**src/rtl/pdp11_int_pkg.sv**
```systemverilog
// Shared definitions for the PDP-11 interrupt arbiter: widths, BR levels, FSM states.
package pdp11_int_pkg;

    localparam int VEC_W = 8;
    localparam int IPL_W = 3;

    // Processor priority level that each bus-request line maps to
    localparam logic [IPL_W-1:0] LVL_BR4 = 3'd4;
    localparam logic [IPL_W-1:0] LVL_BR5 = 3'd5;
    localparam logic [IPL_W-1:0] LVL_BR6 = 3'd6;
    localparam logic [IPL_W-1:0] LVL_BR7 = 3'd7;

    typedef enum logic [1:0] {
        ST_IDLE,
        ST_OFFER,
        ST_GRANT,
        ST_HOLDOFF
    } arb_state_t;

    // 2-bit BR code (0..3) to interrupt level (4..7)
    function automatic logic [IPL_W-1:0] br_to_lvl(input logic [1:0] br);
        return LVL_BR4 + {1'b0, br};
    endfunction

endpackage

```
**src/rtl/int_prio_enc.sv**
```systemverilog
// Combinational priority encoder: highest level wins, lowest index breaks ties.
module int_prio_enc
    import pdp11_int_pkg::*;
#(
    parameter  int NSRC  = 8,
    localparam int IDX_W = (NSRC > 1) ? $clog2(NSRC) : 1
) (
    input  logic [NSRC-1:0]       i_elig,
    input  logic [NSRC*IPL_W-1:0] i_lvl,
    output logic [IDX_W-1:0]      o_idx,
    output logic [IPL_W-1:0]      o_lvl,
    output logic                  o_any
);

    // Scan from the highest index down; ">=" lets a lower index take over an equal level
    always_comb begin
        // NOTE: every output gets a default before the loop so no path leaves it unassigned (no latch).
        o_idx = '0;
        o_lvl = '0;
        o_any = 1'b0;
        for (int i = NSRC - 1; i >= 0; i--) begin
            if (i_elig[i] && (!o_any || (i_lvl[i*IPL_W +: IPL_W] >= o_lvl))) begin
                o_any = 1'b1;
                o_lvl = i_lvl[i*IPL_W +: IPL_W];
                o_idx = IDX_W'(i);
            end
        end
    end

endmodule

```
**src/rtl/int_arb.sv**
```systemverilog
// Interrupt arbiter: offers the best eligible device request to the CPU and acks the device.
module int_arb
    import pdp11_int_pkg::*;
#(
    parameter int NSRC = 8
) (
    input  logic                  clk,
    input  logic                  reset_n,
    input  logic [NSRC-1:0]       dev_int,
    input  logic [VEC_W*NSRC-1:0] dev_vec,
    input  logic [2*NSRC-1:0]     dev_br,
    input  logic [IPL_W-1:0]      cpu_ipl,
    input  logic                  cpu_int_ack,
    output logic                  cpu_int_req,
    output logic [VEC_W-1:0]      cpu_int_vector,
    output logic [IPL_W-1:0]      cpu_int_ipl,
    output logic [NSRC-1:0]       dev_int_ack,
    output logic                  stray_ack
);

    localparam int IDX_W = (NSRC > 1) ? $clog2(NSRC) : 1;

    arb_state_t            r_state;
    logic [IDX_W-1:0]      r_win;
    logic [VEC_W-1:0]      r_vec;
    logic [IPL_W-1:0]      r_ipl;
    logic                  r_req;
    logic [NSRC-1:0]       r_dev_ack;
    logic                  r_stray;

    logic [NSRC*IPL_W-1:0] w_lvl;
    logic [NSRC-1:0]       w_elig;
    logic [IDX_W-1:0]      w_enc_idx;
    logic [IPL_W-1:0]      w_enc_lvl;
    logic                  w_enc_any;
    logic [VEC_W-1:0]      w_enc_vec;
    logic                  w_win_still;
    logic                  w_preempt;

    // Per-device level and eligibility; the just-granted device is masked during HOLDOFF
    always_comb begin
        w_lvl  = '0;
        w_elig = '0;
        for (int i = 0; i < NSRC; i++) begin
            w_lvl[i*IPL_W +: IPL_W] = br_to_lvl(dev_br[2*i +: 2]);
            w_elig[i] = dev_int[i]
                     && (w_lvl[i*IPL_W +: IPL_W] > cpu_ipl)
                     && !((r_state == ST_HOLDOFF) && (r_win == IDX_W'(i)));
        end
    end

    int_prio_enc #(
        .NSRC (NSRC)
    ) u_prio_enc (
        .i_elig (w_elig),
        .i_lvl  (w_lvl),
        .o_idx  (w_enc_idx),
        .o_lvl  (w_enc_lvl),
        .o_any  (w_enc_any)
    );

    // Vector of the current arbitration winner, muxed without a variable-width part-select
    always_comb begin
        w_enc_vec = '0;
        for (int i = 0; i < NSRC; i++) begin
            if (w_enc_idx == IDX_W'(i)) begin
                w_enc_vec = dev_vec[i*VEC_W +: VEC_W];
            end
        end
    end

    assign w_win_still = w_elig[r_win];
    assign w_preempt   = w_enc_any && (w_enc_lvl > r_ipl);

    // Arbitration FSM with registered CPU-side and device-side outputs
    always_ff @(posedge clk) begin
        // NOTE: state registers use non-blocking assignment so every flop samples pre-edge values.
        if (!reset_n) begin
            r_state   <= ST_IDLE;
            r_win     <= '0;
            r_vec     <= '0;
            r_ipl     <= '0;
            r_req     <= 1'b0;
            r_dev_ack <= '0;
            r_stray   <= 1'b0;
        end else begin
            r_dev_ack <= '0;
            if (cpu_int_ack && (r_state != ST_OFFER)) begin
                r_stray <= 1'b1;
            end
            case (r_state)
                ST_IDLE: begin
                    if (w_enc_any) begin
                        r_win   <= w_enc_idx;
                        r_vec   <= w_enc_vec & 8'hFC;
                        r_ipl   <= w_enc_lvl;
                        r_req   <= 1'b1;
                        r_state <= ST_OFFER;
                    end
                end
                ST_OFFER: begin
                    if (cpu_int_ack) begin
                        r_req     <= 1'b0;
                        r_dev_ack <= {{(NSRC-1){1'b0}}, 1'b1} << r_win;
                        r_state   <= ST_GRANT;
                    end else if (!w_win_still || w_preempt) begin
                        r_req   <= 1'b0;
                        r_state <= ST_IDLE;
                    end
                end
                ST_GRANT:   r_state <= ST_HOLDOFF;
                ST_HOLDOFF: r_state <= ST_IDLE;
                default:    r_state <= ST_IDLE;
            endcase
        end
    end

    assign cpu_int_req    = r_req;
    assign cpu_int_vector = r_vec;
    assign cpu_int_ipl    = r_ipl;
    assign dev_int_ack    = r_dev_ack;
    assign stray_ack      = r_stray;

endmodule
```
**config.mk**
```make
export PLATFORM = sky130hd
export DESIGN_NAME = int_arb
export DESIGN_NICKNAME = d
export VERILOG_FILES = /design/src/rtl/pdp11_int_pkg.sv /design/src/rtl/int_prio_enc.sv /design/src/rtl/int_arb.sv
export SDC_FILE = /design/constraint.sdc
export NUM_CORES = 1
export LEC_CHECK = 0
export ABC_AREA = 0
export BUFFER_PORTS_ARGS = -buffer_cell sky130_fd_sc_hd__buf_2
export CORE_UTILIZATION = 49
export DETAILED_ROUTE_END_ITERATION = 10
export PLACE_DENSITY = 0.82
export RECOVER_POWER = 100
export SYNTH_ARGS = -nofsm -noshare
export SYNTH_HDL_FRONTEND = slang
export SYNTH_SLANG_ARGS = --single-unit
```
**constraint.sdc**
```tcl
create_clock -name clk -period 12.7 [get_ports clk]
set_input_delay 1.905 -clock clk [delete_from_list [all_inputs] [get_ports clk]]
set_output_delay 1.905 -clock clk [all_outputs]
set_load 0.01 [all_outputs]
```
======== Word level (Yosys, flattened, before mapping) ========
Cells that the tools add are included.
storage, ports and cells
  register bits ........................... 24
  input port bits ......................... 94
  output and inout bits ................... 21
  logic and storage cells ................. 160
cells by class
  add/sub/neg operators ................... 8
  $lt $le $gt $ge ......................... 17
  equal/unequal tests ..................... 20
  shift operators ......................... 1
  muxes and demuxes ....................... 42
  reductions and logical operators ........ 65
operators with widths
  cell                   count
  $mux W8                8
  $mux W3                16
  $logic_and A1 B1 Y1    33
  $gt A3 B3 Y1           9
  $add A3 B2 Y3 const A  8
  $eq A3 B3 Y1 const B   8
  $ge A3 B3 Y1           7
  $logic_not A1 Y1       16
  $eq A3 B2 Y1 const B   4
  $mux W1                12
  $logic_or A1 B1 Y1     8
  $pmux W2 S4            1
  $shl A1 B3 Y8 const A  1
  $eq A3 B1 Y1 const B   2
  $logic_not A3 Y1       2
  $mux W2                3
  $reduce_and A3 Y1      2
  $eq A2 B2 Y1 const B   2
  $lt A3 B4 Y1 const B   1
  $reduce_and A2 Y1      2
  $bmux W1 S3            1
  $ne A3 B3 Y1 const B   1
  $eq A2 B1 Y1 const B   1
  $logic_not A2 Y1       1
  4 further kinds        4

======== Depth between registers and ports, before layout ========
  word-level depth ........................ 42
  depth in mapped cells ................... 61
  depth with buffers taken out ............ 59

======== Hierarchy ========
From an unflattened synthesis, not the netlist that was laid out.
second synthesis, totals
  cells, all modules ...................... 394
  area, all modules ....................... 2,970.3 um2
by module, submodules not included
  module        instances  cells an instance  area an instance (um2)  seq. area each (um2)
  int_arb       1          252                1,913.1                 480.5
  int_prio_enc  1          142                1,057.3                 0.0

======== Least setup slack after synthesis ========
Ideal clock, no wire load.
  path kind ............................... input -> register
  start ................................... input port cpu_ipl[1]
  end ..................................... register r_req, in the netlist cpu_int_req
  library setup time ...................... 0.059 ns
  arrival time ............................ 11.830 ns
  data required time ...................... 12.641 ns
  slack ................................... 0.811 ns
  cell stages on the path ................. 59
  path buffers ............................ 3
  path through ............................ inv_1 -> ha_1 -> nor2b_1 -> o21ai_1 -> or2_1 -> nor2_1 -> ha_1 -> nand2b_1 -> a21oi_1 -> a21oi_1 -> mux2i_1 -> inv_1 -> ha_1 -> nand2b_1 -> a21o_1 -> a21o_1 -> a221oi_2 -> o21bai_1 -> [23 not listed] -> buf_6 -> buf_6 -> a21oi_1 -> ha_1 -> a21boi_0 -> o21ai_0 -> nand2_1 -> clkbuf_1 -> nand2_1 -> o21ai_1 -> ha_1 -> a21o_1 -> a21oi_1 -> a311oi_1 -> nor4_1 -> o21ai_0 -> o21ai_0 -> and2_1
between the ends
  word-level cells in the longest chain between the ends .. 37
  elaborated cells on any way between the ends .. 77
  classes of those cells .................. order compare (16); eq/ne (2); mux (18); reduce/logical (41)
RTL lines
  item                                              line                text
  from (decl)                                       int_arb.sv:12       input logic [IPL_W-1:0] cpu_ipl,
  $gt A3 B3 Y1                                      int_arb.sv:47       && (w_lvl[i*IPL_W +: IPL_W] > cpu_ipl)
  $logic_and A1 B1 Y1                               int_arb.sv:47
  $logic_and A1 B1 Y1                               int_arb.sv:48       && !((r_state == ST_HOLDOFF) && (r_win == IDX_W'(i)));
  $mux W3 or $mux W1 (tied branches)                int_prio_enc.sv:22  if (i_elig[i] && (!o_any || (i_lvl[i*IPL_W +: IPL_W] >= o_lvl))) begin
  $ge A3 B3 Y1 or $logic_not A1 Y1 (tied branches)  int_prio_enc.sv:22
  $logic_or A1 B1 Y1                                int_prio_enc.sv:22
  $logic_and A1 B1 Y1                               int_prio_enc.sv:22
  $mux W3 or $mux W1 (tied branches)                int_prio_enc.sv:22
  [22 not listed]                                   --
  $logic_and A1 B1 Y1                               int_prio_enc.sv:22
  $mux W3 (*)                                       int_prio_enc.sv:22
  via u_prio_enc.o_lvl[1]                           int_prio_enc.sv:11  output logic [IPL_W-1:0] o_lvl,
  $gt A3 B3 Y1 (*)                                  int_arb.sv:73       assign w_preempt = w_enc_any && (w_enc_lvl > r_ipl);
  $logic_and A1 B1 Y1 (*)                           int_arb.sv:73
  $logic_or A1 B1 Y1 (*)                            int_arb.sv:106      end else if (!w_win_still || w_preempt) begin
  $ne A3 B3 Y1 (no line) (*)                        --
  $reduce_and A3 Y1 (no line) (*)                   --
  to (signal assigned)                              int_arb.sv:83       r_req <= 1'b0;
  to (signal assigned)                              int_arb.sv:103      r_req <= 1'b0;
  to (signal assigned)                              int_arb.sv:107      r_req <= 1'b0;
  to (decl)                                         int_arb.sv:27       logic r_req;
Mark *: on every way through the listed nets, which the timed path passes. The rest lies on a longest branch. The select of a mux whose other input is x is not followed.
A chain may end at the register's enable or synchronous reset.

======== Worst setup path in the final report ========
Same ends and word-level chain as after synthesis.

==> run metrics <==
Setup Crit Path Kind=primary input to register; Die ar.=0.005890 mm2; Final Critical Period=12.05 ns; final hold violations=0; # fillers=487; clock latency on the worst-skew pair=0.27 ns; die height=76.75 um; TritonCTS Buffers=3; setup ws final=0.6451 ns; detailed placer's ending HPWL=5.966 mm; GRT Total Usage=25.23%; H-tree levels=1; DIE WIDTH=76.75 um; area grow syn2layout=24.95%; post-synthesis sequential area ratio=17.55%; critical path's most frequent cell=ha_1; worst vdd ir=0.06942 mV; drt total wl=7.425 mm; Power Total=395.9 uW; Worst Path Required=12.92 ns; crit path max fanout=4; Area contributors post-synth=dfxtp_1, ha_1, a21oi_1; Slew HR=15.85%; largest net degree at the start of global routing=21; DR WL/cell=14.09 um; Clock Path Buffers=2; remaining global-route overflow=0; Starting Density=52.27%; initial drt markers=102; Antenna Cells=0; Leakage=0.001545 uW; Setup Skew=0.009229 ns; FF/Latch Area=480.5 um2; ys flop type=dfxtp_1; Synth top area share=17.55%; most frequent cell after synthesis=ha_1; GP Congestion=0.9425; CP max stage delay=0.36 ns; Worst Setup Start Kind=primary input; Crit. End Element=register; CTS root buf=clkbuf_8; Clock transition at path regs=0.09 ns; Routed Antenna Nets=0; post-synthesis cell count=354; slowest CP cell=a221oi_4; 1st-pass router iterations=5; Netlist Area Pre-Place=0.002738 mm2; Cell Area, Placed=0.003328 mm2; vias in the first global route=2,847; outcome=finished, final reports clean; synth unique cells=65; Yosys reg bits=24; Max Cap Violations=0; DRC Markers=0; Hold Crit Class=register to register; setup_tns=0 ns; Via density=5.793; Slew Viols, Final=0; Arr. time, crit path=12.27 ns; Multi-input gate area=0.002147 mm2; via count=3,053; Post-synth top cells=ha_1, a21oi_1, nor2_1; row count=26; Synth warnings=0; clk sink count=24; core area=0.005238 mm2; EDFF count, synth=0; Final setup viols=0; syn_area_per_cell=7.733 um2; first-pass GRT wire length=12.45 mm; pwr/cell area=115.7 mW/mm2; share of layout cells above drive strength 1=28.23%; initial antenna violation count=0; Ports=115; fin area=0.003421 mm2; cell taking the most area after synthesis=dfxtp_1; nets@finish=584; Tightest Pin Transition=1.249 ns; worst hold slack=0.4940 ns; CTS tree=yes; Tcrit/Tclk final=94.92%; number of port buffers=96; unrepaired setup endpoints after global routing=no; DP Worst Slack=0.06763 ns; fmax=0.08295 GHz; asr flop ratio synth=0%
## cells by family (layout without fill, tap and decap cells)
kind of cell,Yosys count,in the layout,share of synthesized area (%)
flops,24,24,17.55
fa+ha+maj,33,33,15.04
compound gates,130,130,33.96
mux,6,6,2.742
other cells,1,2,0.1370
simple gates,127,127,24.54
buf+inv,33,135,6.033
## final timing paths
kind	from	end	slack [ns]	depth (start not counted)
min	cpu_int_ipl[2]	cpu_int_ipl[2]	0.49	2
min reg2reg	cpu_int_ipl[2]	cpu_int_ipl[2]	0.49	2
max reg2reg	r_win[1]	cpu_int_req	1.99	56
max	cpu_ipl[1]	cpu_int_req	0.65	59
## per-layer routing
layer / routed length, um / up-vias / GRT usage (%)
li1: - / 1536 / -
met2: 3372 / 126 / 42.95
met5: 0 / - / 0
met1: 3397 / 1371 / 32.27
met4: 182 / 0 / 7.308
met3: 473 / 20 / 4.405
## registers in the layout (all words and copies together) (netlist names), named ones only
name and cells:
cpu_int_ipl 3, cpu_int_req 1, cpu_int_vector 6, dev_int_ack 8, r_state 1, r_win 3, stray_ack 1
## through the flow
step / instances / util, %
floorplan: 355 / -
global placement: 521 / 63.55
detailed placement: 521 / 63.55
CTS: 525 / 64.60
global route: 527 / 65.31
finish: 527 / 65.31
## worst max-delay path, delay by kind of cell
family                     cells  cell delay (ns)
AOI/OAI and AO/OA             26             4.55
buffers and inverters          4             0.35
and+or+nand+nor               18             2.54
adders and majority gates      9             2.40
muxes                          2             0.55
## power by group
part           total, uW  internal (uW)  switching [uW]
logic                246            109             137
registers           98.1           86.3            11.8
clock network       51.6           27.7            23.9
total                396            223             172
## cells in the final DEF (no fill, tap or decap), types with 12 or more instances in the layout
master,netlist,final
nor2_1,29,30
clkbuf_1,7,21
inv_1,17,17
buf_4,2,17
nor3_1,12,12
o21ai_0,17,16
a21oi_1,29,25
dfxtp_1,24,24
nor2b_1,15,14
ha_1,32,32
buf_2,3,76
nand2_1,26,25
## layout make-up
cell class,count,share of cell area [%]
multi-input combinational,298,62.77
sequential,24,14.05
tap,70,2.560
inverter,17,1.865
clock buffer,4,1.609
timing repair buffer,114,17.15
## timing repair
item	in CTS	in global routing
buffers inserted	0	2
resized for setup	0	16
hold buffers	0	0
endpoints found under the setup margin	0	8
No activity file was read; power rests on OpenSTA's default activity.
